`config.mk`:
```
export PLATFORM = sky130hd
export DESIGN_NAME = serial_rx
export DESIGN_NICKNAME = d
export VERILOG_FILES = /design/src/rtl/serial_pkg.sv /design/src/rtl/sync_fifo.sv /design/src/rtl/serial_rx.sv
export SDC_FILE = /design/constraint.sdc
export NUM_CORES = 1
export LEC_CHECK = 0
export CORE_MARGIN = 4
export CORE_UTILIZATION = 60
export DETAILED_ROUTE_END_ITERATION = 6
export PLACE_DENSITY = 0.8
export REMOVE_ABC_BUFFERS = 1
export SYNTH_ARGS = -nofsm -noshare
export SYNTH_HDL_FRONTEND = slang
export SYNTH_HIERARCHICAL = 1
export SYNTH_SLANG_ARGS = --single-unit
```
`constraint.sdc`:
```
create_clock -name clock -period 3.7 [get_ports clock]
set_clock_uncertainty 0.05 [all_clocks]
set_input_delay 0.555 -clock clock [delete_from_list [all_inputs] [get_ports clock]]
set_output_delay 0.555 -clock clock [all_outputs]
set_load 0.01 [all_outputs]
```
`src/rtl/serial_pkg.sv`:
```
// serial_pkg: receiver FSM states, register offsets and STATUS bit positions
// shared by the serial blocks.
package serial_pkg;
    typedef enum logic [1:0] {IDLE, START, DATA, STOP} rx_state_e;
    localparam logic [2:0] SERIAL_RX_DATA   = 3'd0;
    localparam logic [2:0] SERIAL_RX_STATUS = 3'd4;
    localparam int ST_NE   = 0;
    localparam int ST_FULL = 1;
    localparam int ST_FERR = 2;
    localparam int ST_OVR  = 3;
    localparam int ST_CNT  = 4;
endpackage

```
`src/rtl/sync_fifo.sv`:
```
// sync_fifo: single-clock FIFO; a push into a full FIFO is accepted only when
// a pop happens in the same cycle.
module sync_fifo #(
    parameter int WIDTH = 8,
    parameter int DEPTH = 16
) (
    input  logic                       clock,
    input  logic                       reset,
    input  logic                       push,
    input  logic                       pop,
    input  logic [WIDTH-1:0]           din,
    output logic [WIDTH-1:0]           dout,
    output logic [$clog2(DEPTH+1)-1:0] count,
    output logic                       full,
    output logic                       empty
);
    localparam int AW = $clog2(DEPTH);
    localparam int NW = $clog2(DEPTH + 1);
    logic [WIDTH-1:0] mem_q [DEPTH];
    logic [AW-1:0] wr_q, rd_q;
    logic [NW-1:0] count_q;
    logic do_push, do_pop;
    always_comb begin
        empty   = count_q == '0;
        full    = count_q == NW'(DEPTH);
        do_pop  = pop & !empty;
        do_push = push & (!full | do_pop);
        dout    = mem_q[rd_q];
        count   = count_q;
    end
    always_ff @(posedge clock or negedge reset) begin
        if (!reset) begin
            wr_q    <= '0;
            rd_q    <= '0;
            count_q <= '0;
        end else begin
            if (do_push) wr_q <= wr_q + 1'b1;
            if (do_pop) rd_q <= rd_q + 1'b1;
            count_q <= count_q + NW'(do_push) - NW'(do_pop);
        end
    end
    always_ff @(posedge clock) begin
        if (do_push) mem_q[wr_q] <= din;
    end
endmodule

```
`src/rtl/serial_rx.sv`:
```
// serial_rx: memory-mapped 8N1 UART receiver with a byte FIFO drained through
// DATA reads, plus sticky framing-error/overrun flags cleared by STATUS reads.
module serial_rx import serial_pkg::*; #(
    parameter int CLK_HZ = 10000000,
    parameter int BAUD   = 115200,
    parameter int DEPTH  = 16
) (
    input  logic        clock,
    input  logic        reset,
    input  logic        rx,
    input  logic        sel,
    input  logic        re,
    input  logic [2:0]  addr,
    output logic [31:0] dout,
    output logic        irq
);
    localparam int DIV  = CLK_HZ / BAUD;
    localparam int HALF = DIV / 2;
    localparam int CW   = $clog2(DIV);
    localparam int NW   = $clog2(DEPTH + 1);
    logic [1:0] sync_q;
    rx_state_e state_q, state_d;
    logic [CW-1:0] cnt_q, cnt_d;
    logic [2:0] bit_q, bit_d;
    logic [7:0] sh_q, sh_d, head;
    logic ferr_q, ferr_d, ovr_q, ovr_d, irq_q, irq_d;
    logic rxs, expired, push_req, set_ferr, push, pop, clr, is_status, full, empty, unused;
    logic [NW-1:0] count;
    logic [31:0] status;
    assign unused = ^addr[1:0];
    assign rxs = sync_q[1];
    assign expired = cnt_q == '0;
    always_comb begin
        state_d  = state_q;
        cnt_d    = expired ? cnt_q : cnt_q - 1'b1;
        bit_d    = bit_q;
        sh_d     = sh_q;
        push_req = 1'b0;
        set_ferr = 1'b0;
        case (state_q)
            IDLE: if (!rxs) begin
                cnt_d   = CW'(HALF - 1);
                state_d = START;
            end
            START: if (expired) begin
                cnt_d   = CW'(DIV - 1);
                bit_d   = '0;
                state_d = rxs ? IDLE : DATA;
            end
            DATA: if (expired) begin
                sh_d    = {rxs, sh_q[7:1]};
                cnt_d   = CW'(DIV - 1);
                bit_d   = bit_q + 3'd1;
                state_d = (bit_q == 3'd7) ? STOP : DATA;
            end
            STOP: if (expired) begin
                push_req = rxs;
                set_ferr = !rxs;
                state_d  = IDLE;
            end
            default: state_d = IDLE;
        endcase
    end
    // Overrun only when the frame is dropped; a same-cycle pop frees a slot.
    always_comb begin
        is_status = addr[2] == SERIAL_RX_STATUS[2];
        pop       = sel & re & !is_status & !empty;
        clr       = sel & re & is_status;
        push      = push_req & (!full | pop);
        ovr_d     = (push_req & full & !pop) | (ovr_q & !clr);
        ferr_d    = set_ferr | (ferr_q & !clr);
        irq_d     = push | (count > NW'(pop));
        status    = '0;
        status[ST_NE]        = !empty;
        status[ST_FULL]      = full;
        status[ST_FERR]      = ferr_q;
        status[ST_OVR]       = ovr_q;
        status[ST_CNT +: 5]  = 5'(count);
        dout      = is_status ? status : (empty ? 32'b0 : {1'b1, 23'b0, head});
        irq       = irq_q;
    end
    always_ff @(posedge clock or negedge reset) begin
        if (!reset) begin
            sync_q  <= 2'b11;
            state_q <= IDLE;
            cnt_q   <= '0;
            bit_q   <= '0;
            sh_q    <= '0;
            ferr_q  <= 1'b0;
            ovr_q   <= 1'b0;
            irq_q   <= 1'b0;
        end else begin
            sync_q  <= {sync_q[0], rx};
            state_q <= state_d;
            cnt_q   <= cnt_d;
            bit_q   <= bit_d;
            sh_q    <= sh_d;
            ferr_q  <= ferr_d;
            ovr_q   <= ovr_d;
            irq_q   <= irq_d;
        end
    end
    sync_fifo #(.WIDTH(8), .DEPTH(DEPTH)) u_fifo (
        .clock (clock),
        .reset (reset),
        .push  (push),
        .pop   (pop),
        .din   (sh_q),
        .dout  (head),
        .count (count),
        .full  (full),
        .empty (empty)
    );
endmodule

```
# ---- Word level (Yosys, flattened, before mapping)
# Memory sizes are Yosys's and may differ from the RTL's.
# Cells that the tools add are included.
dict set report totals {
  ramBits 128
  in_bits 8
  reg_bits 38
  output_inout_bits 33
  wordCells 80
  mem_count 1
}
# name words word_bits rd rd_clocked_by_memory_dff wr line_no
set mem_list {}
lappend mem_list {u_fifo.mem_q 16 8 1 0 1 sync_fifo.sv:19} ;# logic [WIDTH-1:0] mem_q [DEPTH];
dict set report classes {
  n_eq_ne 9
  bitwise_logic 16
  n_mux 22
  addsub 6
  order_cmp 1
  n_reduce_logical 14
}
# op count
set ops {}
lappend ops {{two-way mux 32 bit} 2}
lappend ops {{two-way mux 7 bit} 3}
lappend ops {{case mux 7 bit (2 select lines)} 1}
lappend ops {{bitwise AND 1 bit} 11}
lappend ops {{two-way mux 2 bit} 5}
lappend ops {{adder 4 x 1 -> 4 bit (second input constant)} 2}
lappend ops {{!= test 2 bit (second input constant)} 4}
lappend ops {{case mux 2 bit (4 select lines)} 1}
lappend ops {{logical NOT 7 bit} 1}
lappend ops {{two-way mux 1 bit} 7}
lappend ops {{subtractor 7 x 1 -> 7 bit (second input constant)} 1}
lappend ops {{logical NOT 1 bit} 6}
lappend ops {{two-way mux 3 bit} 2}
lappend ops {{case mux 3 bit (2 select lines)} 1}
lappend ops {{adder 5 x 1 -> 5 bit} 1}
lappend ops {{== test 5 bit (second input constant)} 1}
lappend ops {{> comparator 5 x 1 -> 1 bit} 1}
lappend ops {{logical NOT 5 bit} 1}
lappend ops {{bitwise OR 1 bit} 5}
lappend ops {{subtractor 5 x 1 -> 5 bit} 1}
lappend ops {{== test 2 bit (second input constant)} 2}
lappend ops {{AND reduction 4 bit} 1}
lappend ops {{adder 3 x 1 -> 3 bit (second input constant)} 1}
lappend ops {{== test 3 bit (second input constant)} 1}
lappend ops {{6 further kinds} 6}

# ---- Longest topological paths before layout
dict set report logic_depth {
  ltp_word 8
  ltp_mapped 17
}

# ---- Hierarchy
# Netlist, hierarchy kept.
# mod area_per_inst_um2 n_inst cells_each seq_area_each_um2
set by_module_without_submodules {}
lappend by_module_without_submodules {sync_fifo 5821.8 1 319 4169.0}
lappend by_module_without_submodules {serial_rx 1572.8 1 155 628.1}

# ---- Worst setup path after synthesis
# OpenSTA, ideal clock, no wires.
dict set report synth_path {
  path_type {register to register}
  startpoint {register u_fifo.count_q[2], in the netlist u_fifo/count[2]}
  endpoint {register u_fifo.count_q[4], in the netlist u_fifo/count[4]}
  arrival_ns 2.802
  setup_ns 0.123
  stages_incl_launch_ff 17
  path_buffers 1
  required_time_ns 3.527
  setup_slack_ns 0.725
  cell_sequence {dfrtp_1 inv_1 ha_1 nor4b_2 o31ai_1 nor2b_1 o21a_1 buf_2 inv_1 ha_1 inv_1 ha_1 fa_1 a21oi_1 nor2_1 nor2_1 xnor2_1}
}
dict set report synth_via {
  elab_chain_len 8
  word_cells_on_any_way 12
  classes_between {add/sub (2); eq/ne (1); bitwise (6); reduce/logical (3)}
}
# item line_no
set synth_lines {}
lappend synth_lines {{start: declaration} sync_fifo.sv:21} ;# logic [NW-1:0] count_q;
lappend synth_lines {{start signal: assignment} sync_fifo.sv:39} ;# count_q <= count_q + NW'(do_push) - NW'(do_pop);
lappend synth_lines {{logical NOT 5 bit} sync_fifo.sv:24} ;# empty = count_q == '0;
lappend synth_lines {{via empty} serial_rx.sv:27} ;# logic rxs, expired, push_req, set_ferr, push, pop, clr, is_status, full, empty, unused;
lappend synth_lines {{logical NOT 1 bit} serial_rx.sv:67} ;# pop = sel & re & !is_status & !empty;
lappend synth_lines {{bitwise AND 1 bit} serial_rx.sv:67}
lappend synth_lines {{bitwise OR 1 bit} serial_rx.sv:69} ;# push = push_req & (!full | pop);
lappend synth_lines {{bitwise AND 1 bit} serial_rx.sv:69}
lappend synth_lines {{via push} serial_rx.sv:27}
lappend synth_lines {{bitwise AND 1 bit} sync_fifo.sv:27} ;# do_push = push & (!full | do_pop);
lappend synth_lines {{adder 5 x 1 -> 5 bit} sync_fifo.sv:39}
lappend synth_lines {{subtractor 5 x 1 -> 5 bit} sync_fifo.sv:39}
# The timed path passes the listed nets, and every way through them passes these cells.
# A chain may end at the register's enable or synchronous reset.

# ---- Final worst setup path
dict set report layout_path {
  startpoint {register u_fifo.rd_q[0]}
  endpoint {output dout[2]}
}
dict set report layout_via {
  elab_chain_len 3
}
# item line_no
set layout_lines {}
lappend layout_lines {{start: declaration} sync_fifo.sv:20} ;# logic [AW-1:0] wr_q, rd_q;
lappend layout_lines {{start signal: assignment} sync_fifo.sv:38} ;# if (do_pop) rd_q <= rd_q + 1'b1;
lappend layout_lines {{memory (16 x 8 bit)} -}
lappend layout_lines {{via head[2]} serial_rx.sv:25} ;# logic [7:0] sh_q, sh_d, head;
lappend layout_lines {{two-way mux 32 bit (2 in a row)} serial_rx.sv:79} ;# dout = is_status ? status : (empty ? 32'b0 : {1'b1, 23'b0, head});
lappend layout_lines {{end: declaration} serial_rx.sv:14} ;# output logic [31:0] dout,
# The timed path passes the listed nets, and every way through them passes these cells.

==> impl_metrics.env <==
export IMPL_synth_simple_area_share_pct=5.70
export IMPL_routabilityCongestion=0.843
export IMPL_clkTransAtPathRegs_ns=0.06
export IMPL_yosys_area_top_type="edfxtp_1"
export IMPL_syn_area_um2=7390
export IMPL_holdWs_ns=0.188
export IMPL_cts_max_level=4
export IMPL_period_minus_slack_ns=3.46
export IMPL_die_h_um=119
export IMPL_syn2layout_area_growth_pct=11.9
export IMPL_grt_max_degree=52
export IMPL_min_path_type="input port to asynchronous set/reset pin"
export IMPL_pwr_share_clk_pct=30.4
export IMPL_drt_initial_drc_count=424
export IMPL_grt_pass1_vias=3849
export IMPL_gr_total_overflow=0
export IMPL_postCtsSetupBuffers=0
export IMPL_crit_path_end_kind="output pin"
export IMPL_synth_top_area_share_pct=52.0
export IMPL_pin_count=41
export IMPL_final_cell_area_um2=8280
export IMPL_p_int_uw=3950
export IMPL_antenna_found_initial=0
export IMPL_critPathKind="flop to output pin"
export IMPL_first_pass_iters=5
export IMPL_cts_sink_count=166
export IMPL_die_w_um=119
export IMPL_synth_edf_count=128
export IMPL_cp_start_kind="flop"
export IMPL_leakagePower_uw=0.00324
export IMPL_n_antenna_cell=0
export IMPL_swShare_pct=30.7
export IMPL_slew_viol_final=0
export IMPL_switchingPower_uw=1750
export IMPL_dpl_cell_area_um2=7670
export IMPL_hpwlAfterDp_um=9010
export IMPL_p_seq_share_pct=40.6
export IMPL_drc_errors=0
export IMPL_totalWireLength_um=13700
export IMPL_ir_worst_vdd_mv=0.458
export IMPL_post_route_period_util_pct=93.4
export IMPL_cp_max_fo=51
export IMPL_ys_flop_type="edfxtp_1"
export IMPL_yosysSeqAreaShare_pct=64.9
export IMPL_arrival_ns=2.85
export IMPL_relSlewSlack_pct=43.4
export IMPL_dr_total_vias=4053
export IMPL_coreArea_um2=12100
export IMPL_holdBufCountCts=0
export IMPL_ys_warnings_count=6
export IMPL_final_core_util_pct=68.6
export IMPL_fin_setup_tns_ns=0
export IMPL_start_util_pct=61.3
export IMPL_ant_nets=0
export IMPL_p_comb_share_pct=29.0
export IMPL_synthCells=474
export IMPL_yosys_top_cells_area="edfxtp_1 52%, dfrtp_1 12%, mux4_2 4.9%, mux2i_1 4.3%, ha_1 3.6%"
export IMPL_wl_per_cell_um=20.0
export IMPL_ys_top_cells_by_count="128 x edfxtp_1, 36 x dfrtp_1, 32 x mux2i_1, 24 x buf_4, 23 x nor2_1"
export IMPL_max_cap_violations=0
export IMPL_rsz0062_at_grt="false"
export IMPL_cts_root_buffer="clkbuf_16"
export IMPL_grt_pass1_wl_um=21300
export IMPL_cts_made_buffers=17
export IMPL_row_count=40
export IMPL_grtUsageTotal_pct=20.2
export IMPL_total_power_uw=5700
export IMPL_power_density_nw_per_um2=689
export IMPL_synth_compound_area_share_pct=7.94
export IMPL_synth_seq_cells=166
export IMPL_die_area_um2=14200
export IMPL_clock_path_buffers=2
export IMPL_clk_latency_ns=0.42
export IMPL_ctsResizeCount=0
export IMPL_synth_most_common_cell="edfxtp_1"
export IMPL_setup_viol=0
export IMPL_finalHoldViolations=0
export IMPL_synth_xor_area_share_pct=1.54
export IMPL_ys_async_sr_fraction_pct=22.9
export IMPL_place_port_buffers=16
export IMPL_synth_area_mux_share_pct=10.6
export IMPL_viasPerCell=5.90
export IMPL_syn_avg_cell_area_um2=15.6
export IMPL_status="complete, no violations"
export IMPL_drive_gt1_share_pct=18.1
export IMPL_synth_top_family_by_area="multiplexers"
export IMPL_timing_fmax_mhz=289
export IMPL_critical_path_required_ns=3.09
export IMPL_synthAdderAreaFrac_pct=3.82
export IMPL_nNetsFinal=536
export IMPL_ys_types=55
export IMPL_cts_tree="yes"
export IMPL_worst_slew_pin_slew_ns=0.849
-- registers in the layout (all words and copies together), names as in the netlist, named ones only --
name          count
sh_q              8
ovr_q             1
u_fifo/wr_q       4
u_fifo/mem_q    128
ferr_q            1
state_q           1
bit_q             3
cnt_q             7
irq               1
u_fifo/rd_q       4
sync_q            2
u_fifo/count      5
-- cell families after synthesis --
family | count (synthesis)
DFF | 166
and+or+nand+nor | 81
AOI/OAI and AO/OA | 71
buffers and inverters | 63
muxes | 57
adders and majority gates | 22
xor gates and xnor gates | 13
other | 1
-- routing by layer --
| layer | routed length (um) | vias up | global-route usage [%] |
|---|---|---|---|
| li1 | - | 1850 | - |
| met1 | 5950 | 2049 | 28.3 |
| met2 | 6700 | 128 | 30.9 |
| met3 | 679 | 26 | 4.56 |
| met4 | 379 | 0 | 8.33 |
| met5 | 0 | - | 0 |
-- area by class of cell --
class	instances	area, um^2
clock buffers	26	541
clock inverters	6	61.3
repair buffers	37	325
well taps	168	210
multi-input cells	266	2270
fillers	795	3790
flip-flops and latches	166	4800
inverters	18	67.6
-- power groups by stage --
stage / clock network (uW) / registers (uW) / logic (uW)
detailed placement: 0 / 2340 / 1640
finish: 1730 / 2310 / 1650
CTS: 1750 / 2310 / 1650
floorplan: 0 / 2410 / 1080
global route: 1830 / 2330 / 1800
global placement: 0 / 2330 / 1580
-- worst paths after layout --
path	startpoint	end	slack, ns	cells after the start
worst min-delay path	reset	u_fifo/count[2]	0.19	1
min in group clock	sync_q[0]	sync_q[1]	0.31	0
max in group asynchronous	reset	u_fifo/rd_q[0]	2.83	1
worst max register to register	u_fifo/count[2]	u_fifo/count[4]	0.49	15
worst min register to register	sync_q[0]	sync_q[1]	0.31	0
worst max-delay path	u_fifo/rd_q[0]	dout[2]	0.24	7
-- metrics by stage --
stage,cells,setup slack (ns)
2_1_floorplan,450,0.146
3_3_place_gp,655,0.416
3_5_place_dp,655,0.366
4_1_cts,687,0.130
5_1_grt,687,0.0579
6_report,687,0.243
-- placed cells by master (no fill, tap or decap), drive strengths merged, types with 3 or more instances in the layout --
master / n
conb: 22
inv: 19
clkinv: 4
mux2: 9
a22oi: 8
nand3: 3
o21ai: 13
a21oi: 4
a211oi: 4
ha: 21
xor2: 3
nand2: 20
mux2i: 32
clkbuf: 26
a221oi: 17
o31ai: 3
nor2: 24
a21o: 3
clkdlybuf4s50: 15
edfxtp: 128
or3: 3
a22o: 9
mux4: 16
dfrtp: 36
buf: 22
nor2b: 4
nor3: 9
xnor2: 10
-- critical path, cell delays in order (launching register included) --
cell and delay, ns:
dfrtp_2 0.37, buf_12 0.33, mux2i_1 0.14, a221oi_1 0.58
o21ai_0 0.22, nand2_1 0.11, a22o_1 0.12, clkdlybuf4s50_1 0.53
Power figures use the tool's default switching activity.
==> variant: new RTL, same settings <==
Change the parameter `CLK_HZ` from 10000000 to 2500000.
--- a/src/rtl/serial_rx.sv
+++ b/src/rtl/serial_rx.sv
@@ -1,7 +1,7 @@
 // serial_rx: memory-mapped 8N1 UART receiver with a byte FIFO drained through
 // DATA reads, plus sticky framing-error/overrun flags cleared by STATUS reads.
 module serial_rx import serial_pkg::*; #(
-    parameter int CLK_HZ = 10000000,
+    parameter int CLK_HZ = 2500000,
     parameter int BAUD   = 115200,
     parameter int DEPTH  = 16
 ) (
Check against the original RTL: same outputs for any inputs over 10 cycles, from zero or initial values and one cycle with reset low; that may be too few to reach the edited logic, so the function may still have changed.
==> variant against the original RTL <==
- synthesized area fell by 1.4%
- die area fell by 1.3%
- final area fell by 2.4%
- maximum frequency fell by 4.8%
- routed wire length rose by 2.2%
- power rose by 1.2%
- sequential share of layout area rose by 0.84 points
- sequential cell count fell by 2
- worst setup slack got worse by 0.17 ns
- final cell count fell by 4.9%
- clock power fell by 9.8%
- critical endpoint is now dout[1]
- largest cell class unchanged
==> variant: results <==
[synthesis]
async_reset_ff_share_pct = 22.0
synth_cell_types = 53
synth_commonest_cells = 128 x edfxtp_1, 34 x dfrtp_1, 33 x mux2i_1
ys_top_cells_by_area = edfxtp_1 53%, dfrtp_1 12%, mux4_2 4.9%
synth_seq_area_share_pct = 65.1
syn-instance-count = 462

[power_and_ir_drop]
netSwitchingFraction_pct = 32.4
ir_drop_uv = 461
p_leak_nw = 2.95

[route]
wire_per_inst_microns = 21.5
totalWireLength_mm = 14.0
drt_iter0_markers = 532
routed_via_density = 6.05

[global_route]
grt_use_total_pct = 21.4
grt_pass1_vias = 4010
grt_pass1_wl_mm = 22.5
grt_start_max_net_pins = 37

[critical_path]
ff2ff_setup_slack_ns = 0.44
slowest_delay_ns = 0.65
cp_max_fo = 19
cp.arrival_ns = 3.03
worstRegToRegCells = 14
crit_start = u_fifo/rd_q[1]$_DFFE_PN0P_

[placed_design]
dp.cells = 622
hpwl_mm = 9.09
pre_cts_slack_ns = 0.460
gp_congestion = 0.896
placed_cell_area_sq_mm = 0.00754

[clock_tree]
clock_latency_ns = 0.41
numCtsBuffers = 17

[timing]
setup_slack_ns = 0.0681
holdWs_ns = 0.183
relSlewSlack_pct = 43.9

[cells_and_area]
drive_gt1_share_pct = 18.6
layout.nets = 523
reg.largest.list = u_fifo/mem_q: 128 flops, sh_q: 8 flops

[status]
outcome = completed
## variant: cell types whose count changed after synthesis, sizes merged, moves of 3 or more
cell	before	now
a22o	9	6
a211oi	4	0
o21ai	13	18
or3	3	0
## variant: logic make-up (layout without fill, tap and decap cells)
kind of cell / after synthesis / count (layout) / synth area share (%)
adders and majority gates: 21 / 21 / 3.71
and+or+nand+nor: 76 / 76 / 5.52
other: 1 / 22 / 0.0514
AOI/OAI and AO/OA: 69 / 69 / 7.67
xor gates and xnor gates: 12 / 12 / 1.44
muxes: 58 / 58 / 10.9
DFF: 164 / 164 / 65.1
buffers and inverters: 61 / 84 / 5.66
## variant: final timing paths
check / end
min in group clock: sync_q[1]$_DFF_PN1_
worst max register to register: u_fifo/count[4]$_DFF_PN0_
worst max-delay path: dout[1]
max in group asynchronous: u_fifo/rd_q[0]$_DFFE_PN0P_
worst min-delay path: u_fifo/rd_q[0]$_DFFE_PN0P_
worst min register to register: sync_q[1]$_DFF_PN1_
## variant: layer usage
layer  global-route usage (%)  part of all wire, %  up-vias
met5                        0                    0        -
met4                     9.01                  2.5        0
met3                     4.21                  6.7       25
met2                     35.8                   52      164
met1                     27.5                   39     1981
li1                         -                    -     1783
## variant: worst max-delay path: cells and delay by family (launching register included)
family	cells	cell delay, ns
buffers and inverters	2	0.76
and+or+nand+nor	2	0.46
AOI/OAI and AO/OA	3	0.98
DFF	1	0.39
## variant: through the flow
step	total power, mW	util, %
floorplan	3.59	-
global placement	4.13	63.0
detailed placement	4.21	63.0
CTS	5.80	67.5
global route	6.07	67.5
finish	5.77	67.5
## variant: layout make-up
class | count | area (sq um)
tap | 147 | 184
inverter | 17 | 63.8
clock buffer | 19 | 433
multi-input combinational | 258 | 2220
fill | 782 | 3890
timing repair buffer | 36 | 330
sequential | 164 | 4750
clock inverter | 12 | 91.3
## variant: timing repair
item                                    in CTS  in global routing
buffers inserted                             0                  0
hold buffers                                 0                  0
endpoints found under the setup margin       5                  0
resized for setup                            3                  0
## variant: power by group through the flow
| stage | registers (mW) | logic (mW) | clock network (mW) |
|---|---|---|---|
| after floorplan | 2.48 | 1.10 | 0 |
| after global placement | 2.42 | 1.71 | 0 |
| after detailed placement | 2.44 | 1.77 | 0 |
| after CTS | 2.41 | 1.81 | 1.58 |
| after global routing | 2.44 | 1.96 | 1.67 |
| final | 2.41 | 1.80 | 1.56 |
